[src/rtl/rv_pkg.sv]
// Shared defaults and helpers for the integer register file and its scoreboard.
package rv_pkg;

  localparam int XLEN_DEF  = 32;
  localparam int NREGS_DEF = 32;

  typedef enum logic {
    WB_RESULT = 1'b0,
    WB_MEMORY = 1'b1
  } wb_src_e;

  function automatic int aw_of(input int nregs);
    return (nregs > 1) ? $clog2(nregs) : 1;
  endfunction

endpackage

[src/rtl/rv_scoreboard.sv]
// Per-register write-pending bits; a new issue beats a same-cycle retirement.
// Stall is combinational; forwarded sources (clrN) never stall.
module rv_scoreboard
  import rv_pkg::*;
#(
  parameter int NREGS   = NREGS_DEF,
  parameter int AW      = aw_of(NREGS),
  parameter bit X0_ZERO = 1'b1
) (
  input  logic             clk,
  input  logic             reset,
  input  logic             iss_vld_i,
  input  logic [AW-1:0]    iss_rd_i,
  input  logic             wr_en_i,
  input  logic [AW-1:0]    rd_i,
  input  logic             rd_en1_i,
  input  logic [AW-1:0]    rs1_i,
  input  logic             clr1_i,
  input  logic             rd_en2_i,
  input  logic [AW-1:0]    rs2_i,
  input  logic             clr2_i,
  output logic             stall_o,
  output logic [NREGS-1:0] busy_o
);

  logic [NREGS-1:0] busy_q, busy_d;

  always_comb begin
    busy_d = busy_q;
    for (int i = 0; i < NREGS; i++) begin
      if (wr_en_i && (rd_i == AW'(i))) busy_d[i] = 1'b0;
      if (iss_vld_i && (iss_rd_i == AW'(i)) && !(X0_ZERO && (i == 0))) busy_d[i] = 1'b1;
    end
  end

  always_ff @(posedge clk) begin
    if (reset) busy_q <= '0;
    else       busy_q <= busy_d;
  end

  assign stall_o = (rd_en1_i && busy_q[rs1_i] && !clr1_i) ||
                   (rd_en2_i && busy_q[rs2_i] && !clr2_i);
  assign busy_o  = busy_q;

endmodule

[src/rtl/rv_regfile_sb.sv]
// Integer register file: two combinational reads with writeback bypass, a
// registered store-data read, and a scoreboard-driven hazard stall.
module rv_regfile_sb
  import rv_pkg::*;
#(
  parameter int XLEN        = XLEN_DEF,
  parameter int NREGS       = NREGS_DEF,
  parameter int AW          = aw_of(NREGS),
  parameter bit X0_ZERO     = 1'b1,
  parameter bit RESET_INDEX = 1'b1,
  parameter bit BYPASS      = 1'b1
) (
  input  logic             clk,
  input  logic             reset,
  input  logic             rd_en1,
  input  logic             rd_en2,
  input  logic [AW-1:0]    rs1,
  input  logic [AW-1:0]    rs2,
  output logic [XLEN-1:0]  data1,
  output logic [XLEN-1:0]  data2,
  input  logic             st_req,
  output logic [XLEN-1:0]  data3,
  input  logic             iss_vld,
  input  logic [AW-1:0]    iss_rd,
  input  logic             wr_en,
  input  logic             load,
  input  logic [AW-1:0]    rd,
  input  logic [XLEN-1:0]  result,
  input  logic [XLEN-1:0]  memory,
  output logic             stall,
  output logic [NREGS-1:0] busy
);

  logic [XLEN-1:0] regs_q [NREGS];
  logic [XLEN-1:0] data3_q, data3_d;
  logic [XLEN-1:0] wdata;
  logic [XLEN-1:0] raw1, raw2;
  logic            zero1, zero2, fwd1, fwd2;
  wb_src_e         wb_src;

  assign wb_src = wb_src_e'(load);
  assign wdata  = (wb_src == WB_MEMORY) ? memory : result;

  assign zero1 = X0_ZERO && (rs1 == '0);
  assign zero2 = X0_ZERO && (rs2 == '0);
  assign fwd1  = BYPASS && wr_en && (rd == rs1) && !zero1;
  assign fwd2  = BYPASS && wr_en && (rd == rs2) && !zero2;

  // Unqualified by rd_en: the store capture uses port 2 even when it is disabled.
  assign raw1 = zero1 ? '0 : (fwd1 ? wdata : regs_q[rs1]);
  assign raw2 = zero2 ? '0 : (fwd2 ? wdata : regs_q[rs2]);

  assign data1 = rd_en1 ? raw1 : '0;
  assign data2 = rd_en2 ? raw2 : '0;

  always_ff @(posedge clk) begin
    if (reset) begin
      for (int i = 0; i < NREGS; i++)
        regs_q[i] <= (RESET_INDEX && !(X0_ZERO && (i == 0))) ? XLEN'(i) : '0;
    end else if (wr_en && !(X0_ZERO && (rd == '0))) begin
      regs_q[rd] <= wdata;
    end
  end

  assign data3_d = st_req ? raw2 : data3_q;

  always_ff @(posedge clk) begin
    if (reset) data3_q <= '0;
    else       data3_q <= data3_d;
  end

  assign data3 = data3_q;

  rv_scoreboard #(
    .NREGS  (NREGS),
    .AW     (AW),
    .X0_ZERO(X0_ZERO)
  ) u_scoreboard (
    .clk      (clk),
    .reset    (reset),
    .iss_vld_i(iss_vld),
    .iss_rd_i (iss_rd),
    .wr_en_i  (wr_en),
    .rd_i     (rd),
    .rd_en1_i (rd_en1),
    .rs1_i    (rs1),
    .clr1_i   (fwd1),
    .rd_en2_i (rd_en2),
    .rs2_i    (rs2),
    .clr2_i   (fwd2),
    .stall_o  (stall),
    .busy_o   (busy)
  );

endmodule

[config.mk]
export PLATFORM = sky130hd
export DESIGN_NAME = rv_regfile_sb
export DESIGN_NICKNAME = d
export VERILOG_FILES = /design/src/rtl/rv_pkg.sv /design/src/rtl/rv_scoreboard.sv /design/src/rtl/rv_regfile_sb.sv
export SDC_FILE = /design/constraint.sdc
export NUM_CORES = 2
export LEC_CHECK = 0
export CELL_PAD_IN_SITES_DETAIL_PLACEMENT = 1
export CELL_PAD_IN_SITES_GLOBAL_PLACEMENT = 1
export CORE_ASPECT_RATIO = 1.2
export CORE_MARGIN = 2
export CORE_UTILIZATION = 45
export CTS_CLUSTER_DIAMETER = 80
export DETAILED_ROUTE_END_ITERATION = 10
export GPL_TIMING_DRIVEN = 0
export PLACE_DENSITY = 0.78
export SLEW_MARGIN = 0
export SYNTH_ARGS = -nofsm -noshare
export SYNTH_HDL_FRONTEND = slang
export SYNTH_SLANG_ARGS = --single-unit
[constraint.sdc]
create_clock -name clk -period 4.4 [get_ports clk]
set_input_delay 0.88 -clock clk [delete_from_list [all_inputs] [get_ports clk]]
set_output_delay 0.88 -clock clk [all_outputs]
set_load 0.05 [all_outputs]
### Yosys cells after proc, flatten, opt, wreduce, memory -nomap -nowiden

Memory sizes are Yosys's and may differ from the RTL's.
Cells that the tools add are included.
W data, S select, Z words.

| word-level totals | value |
|---|---|
| register bits | 63 |
| memory bits (writable) | 1,024 |
| input bits | 92 |
| output and inout port bits | 129 |
| word-level logic and storage cells | 292 |
| memories kept | 1 |

Memories:

| memory | depth | bits a word | read ports | clocked after Yosys merged registers in | wr ports | RTL line | text |
|---|---|---|---|---|---|---|---|
| regs_q | 32 | 32 | 2 | 0 | 32 | rv_regfile_sb.sv:34 | `logic [XLEN-1:0] regs_q [NREGS];` |

| cells by class | value |
|---|---|
| $lt $le $gt $ge | 2 |
| eq/ne operators | 64 |
| muxes and demuxes | 81 |
| reduce and logical (&&, ||, !) cells | 112 |

Operator list:

| cell | number |
|---|---|
| $mux W32 | 8 |
| $eq A5 B5 Y1 const B | 32 |
| $eq A5 B4 Y1 const B | 16 |
| $logic_and A1 B1 Y1 | 71 |
| $mux W1 | 70 |
| $reduce_bool A2 Y1 | 31 |
| $eq A5 B3 Y1 const B | 8 |
| $reduce_or A32 Y1 | 1 |
| $eq A5 B2 Y1 const B | 4 |
| $logic_not A5 Y1 | 3 |
| $lt A5 B6 Y1 const B | 2 |
| $bmux W1 S5 | 2 |
| $eq A5 B1 Y1 const B | 2 |
| $eq A5 B5 Y1 | 2 |
| $logic_not A1 Y1 | 5 |
| $mux W5 | 1 |
| $logic_or A1 B1 Y1 | 1 |

### Logic depth before layout (Yosys ltp)

| depth | value |
|---|---|
| word-level depth | 8 |
| mapped depth | 12 |
| depth with buffers taken out | 6 |

### Hierarchy

From an unflattened synthesis, not the netlist that was laid out.

| second synthesis, totals | value |
|---|---|
| cells, all modules | 4,301 |
| area total of the unflattened synthesis | 56,728.2 um^2 |

Modules (own cells, without submodules):

| module | instances | cells an instance | area each (um^2) | seq. area each (um^2) |
|---|---|---|---|---|
| rv_regfile_sb | 1 | 4,088 | 54,900.2 | 31,390.1 |
| rv_scoreboard | 1 | 213 | 1,828.0 | 620.6 |

### Least setup slack after synthesis

OpenSTA, ideal clock, no wires.

| path | value |
|---|---|
| path type | input-to-output |
| start | input port rs2[2] |
| end | output port data2[29] |
| arrival | 3.421 ns |
| data required time | 3.520 ns |
| slack | 0.099 ns |
| cell stages on the path | 9 |
| buffers on the path | 3 |
| path through | buf_2 > and3b_1 > buf_2 > clkbuf_1 > a22o_1 > or4_1 > o21ai_1 > nor2_1 > nor3_1 |

| on the way | value |
|---|---|
| longest elaborated chain between the ends | 6 |
| elaborated cells on any way between the ends | 9 |
| classes of those cells | eq/ne: 1; mux: 3; reduce/logical: 4; memory: 1 |

Ends and longest elaborated chain:

| item | RTL line | text |
|---|---|---|
| from (decl) | rv_regfile_sb.sv:18 | `input logic [AW-1:0] rs2,` |
| branches (longest 4 deep; another with $mem_v2 Z32 W32) | -- |  |
| $mux W32 * | rv_regfile_sb.sv:51 | `assign raw2 = zero2 ? '0 : (fwd2 ? wdata : regs_q[rs2]);` |
| $mux W32 * | rv_regfile_sb.sv:54 | `assign data2 = rd_en2 ? raw2 : '0;` |
| to (decl) | rv_regfile_sb.sv:20 | `output logic [XLEN-1:0] data2,` |

Mark *: on every way between the ends.

### Worst setup path in the final report

| path | value |
|---|---|
| start | input port rs1[0] |
| end | output port data1[30] |

| on the way | value |
|---|---|
| longest elaborated chain between the ends | 6 |
| elaborated cells on any way between the ends | 9 |
| classes of those cells | eq/ne: 1; mux: 3; reduce/logical: 4; memory: 1 |

Ends and longest elaborated chain:

| item | RTL line | text |
|---|---|---|
| from (decl) | rv_regfile_sb.sv:17 | `input logic [AW-1:0] rs1,` |
| branches (longest 4 deep; another with $mem_v2 Z32 W32) | -- |  |
| $mux W32 * | rv_regfile_sb.sv:50 | `assign raw1 = zero1 ? '0 : (fwd1 ? wdata : regs_q[rs1]);` |
| $mux W32 * | rv_regfile_sb.sv:53 | `assign data1 = rd_en1 ? raw1 : '0;` |
| to (decl) | rv_regfile_sb.sv:19 | `output logic [XLEN-1:0] data1,` |

Marked as above.

==> reports/summary.txt <==
Outcome = finished, violations left
Failing checks = setup timing
GRT Overall Usage = 36.7%
Clk_skew = 26.6 ps
Num ports = 221
Initial DRT Pass Iterations = 8
Drt total wl = 237000 µm
Worst-path clk slew = 60 ps
Pint = 18.7 mW
DIE AREA = 127000 µm²
Total power = 26.2 mW
CTS max path bufs = 3
Largest net degree at the start of global routing = 33
Share of layout cells above drive strength 1 = 22.2%
Rel. slew slack = 2.54%
Switch share = 28.5%
Root buffer cell = clkbuf_16
Max Cap Viol = 0
Power per cell area = 397 nW/µm²
DR vias = 43335
Most area-consuming cells after synthesis = edfxtp_1 55%, mux4_2 15%, nor2_1 7.1%
Fin Hold WS = 464 ps
Compound-Gate Fraction of Synth Area = 6.55%
Largest family of logic cells by synthesized area = multiplexers
Minimum clock period = 4660 ps
Post-synthesis mux area share = 21.2%
Gate Count Post-Synth = 4304
Post-synth EDFFs = 1024
Post-CTS Hold Buffers = 0
F_max = 215 MHz
Worst Path Max Fanout = 10
Drt wl/cell = 36.8 µm
DRT antenna net count = 0
Count of final setup violators = 23
Initial Utilization = 45.5%
Clock Latency Late Sink = 730 ps
GRT overflow = 0
Tightest Pin Transition = 1420 ps
Clk pwr share = 37.4%
Count of buffers from port buffering = 206
Routability cong. = 1.04
Clk sink count = 1087
Peak supply drop = 0.396 mV
CTS Buf Count = 108
Synth Area per Inst = 13.0 µm²
Num rows = 141
Final period util = 106%
Chip height = 391 µm
Net Switching = 7.47 mW
Vias in the first global route = 44071
Final HPWL DP = 184000 µm
Top FF cell, synth = edfxtp_1
Adder-cell share of the synthesized area = 0%
Post-Place Setup Slack = -2740 ps
Comb power frac = 15.9%
Vias per cell = 6.74
Count leader, synth = nor2_1
Largest area contributor in the netlist = edfxtp_1
Post-synth top cells = 1058 x nor2_1, 1024 x edfxtp_1, 378 x mux4_2
Die width = 326 µm
XOR/XNOR Fraction of Synth Area = 0.141%
First-pass GRT wire length = 328000 µm
H-tree depth = 3
Hold Fails Final Rpt = 0
Area growth from synthesis to layout = 17.7%
Post-synth top area share = 54.9%
Post-route DRC = 0
Asr flop ratio synth = 0%
Seq/Total Area, Yosys = 57.1%
Crit path capture type = output port
Core Area = 123000 µm²
Fin. max-slew vios = 0
Starting DRC count in detailed routing = 6471
CTS tree = built
Final net count = 4772
Setup crit start kind = input pin
CP arrival = 3780 ps
Yosys reg bits = 1087
Unique masters post-synth = 55
Area share of and/or/nand/nor cells after synthesis = 11.2%
Sequential power share = 46.7%
WP data required = 3520 ps
Static Leak = 23.3 nW
Initial antenna violation count = 18
CP Class = input pin to output port
Synth warnings = 0
Setup WS post-layout = -258 ps
Worst hold-check path type = register to register
RSZ-0062 raised after global routing = true
Syn Std Cell Area = 56100 µm²
repair_timing:
action / 4_1_cts / 5_1_grt
pin swaps: 21 / 11
setup endpoints to repair: 101 / 88
setup buffers: 12 / 1
gates cloned: 2 / 0
gates resized for setup: 788 / 101
worst paths after layout:
kind | endpoint | slack [ps] | cells after the start | from
min | data3[14] | 460 | 2 | data3[14]
max reg2reg | data3[31] | 2210 | 5 | regs_q[5][31]
min reg2reg | data3[14] | 460 | 2 | data3[14]
max | data1[30] | -260 | 10 | rs1[0]
power by group through the flow:
stage                     Sequential [mW]  Combinational [mW]  Clock [mW]
final                                12.2                4.17        9.80
after global routing                 12.3                4.23        10.1
after CTS                            12.2                3.97        9.76
after detailed placement             12.4                3.81           0
after global placement               12.4                3.69           0
after floorplan                      12.4                2.18           0
per-stage QoR:
stage          utilization, %  instance area, µm²  std cells  TNS, ps
4_1_cts                  53.3               65700       6418        0
5_1_grt                  53.5               65900       6422     -107
2_1_floorplan               -               56200       4336        0
3_5_place_dp             49.3               60800       6204  -190700
6_report                 53.5               66000       6428    -1550
3_3_place_gp             48.9               60300       6186  -594390
placed cells by master (no fill, tap or decap), types with 38 or more instances in the layout:
master           Yosys  final
clkbuf_2             0     41
clkdlybuf4s50_1      0    136
o22ai_1            121    120
buf_6               15     41
o211ai_1            63     63
nor3_1              83     55
buf_4               28     82
clkbuf_1           313    240
nor2_1            1058   1023
dfxtp_1             63     63
edfxtp_1          1024   1024
o21ai_0             79     77
mux2i_1            333    332
clkbuf_16            0    114
buf_2               66     50
clkbuf_4             1     38
a22oi_1             83     83
mux4_2             378    378
nand2_1            167    165
kinds of logic (layout without fill, tap and decap cells):
| kind of cell | after synthesis | count (layout) |
|---|---|---|
| other | 1 | 42 |
| AND/OR/NAND/NOR | 1507 | 1507 |
| AO/OA/AOI/OAI | 526 | 526 |
| buffers and inverters | 460 | 899 |
| multiplexers | 714 | 714 |
| flip-flops | 1087 | 1087 |
| XOR/XNOR | 9 | 9 |
cell type report:
| class | count | area [µm²] |
|---|---|---|
| Fill cell | 12259 | 57400 |
| Sequential cell | 1087 | 32000 |
| Multi-Input combinational cell | 2789 | 23000 |
| Clock buffer | 136 | 2950 |
| Buffer | 450 | 2780 |
| Timing Repair Buffer | 239 | 2420 |
| Tap cell | 1644 | 2060 |
| Clock inverter | 69 | 708 |
| Antenna cell | 9 | 22.5 |
| Inverter | 5 | 18.8 |
metal layers:
layer | GRT usage [%] | part of all wire [%] | vias up
met1 | 44.5 | 34 | 22230
met2 | 57.6 | 45 | 3218
met3 | 9.13 | 12 | 773
met5 | 0 | 0.052 | -
met4 | 26.2 | 8.6 | 18
li1 | - | - | 17096
worst max-delay path: stages:
cell,delay [ps]
buf_6,210
buf_6,260
buf_4,310
mux2i_1,110
a221oi_1,520
o21ai_0,240
nor2_2,320
nor3_1,130
a211oi_1,300
clkdlybuf4s15_2,460
flip-flops by register name, summed over array words and instances (netlist names):
signal / flops
regs_q: 1024
data3: 32
u_scoreboard.busy_o: 31
Power figures use the tool's default switching activity.
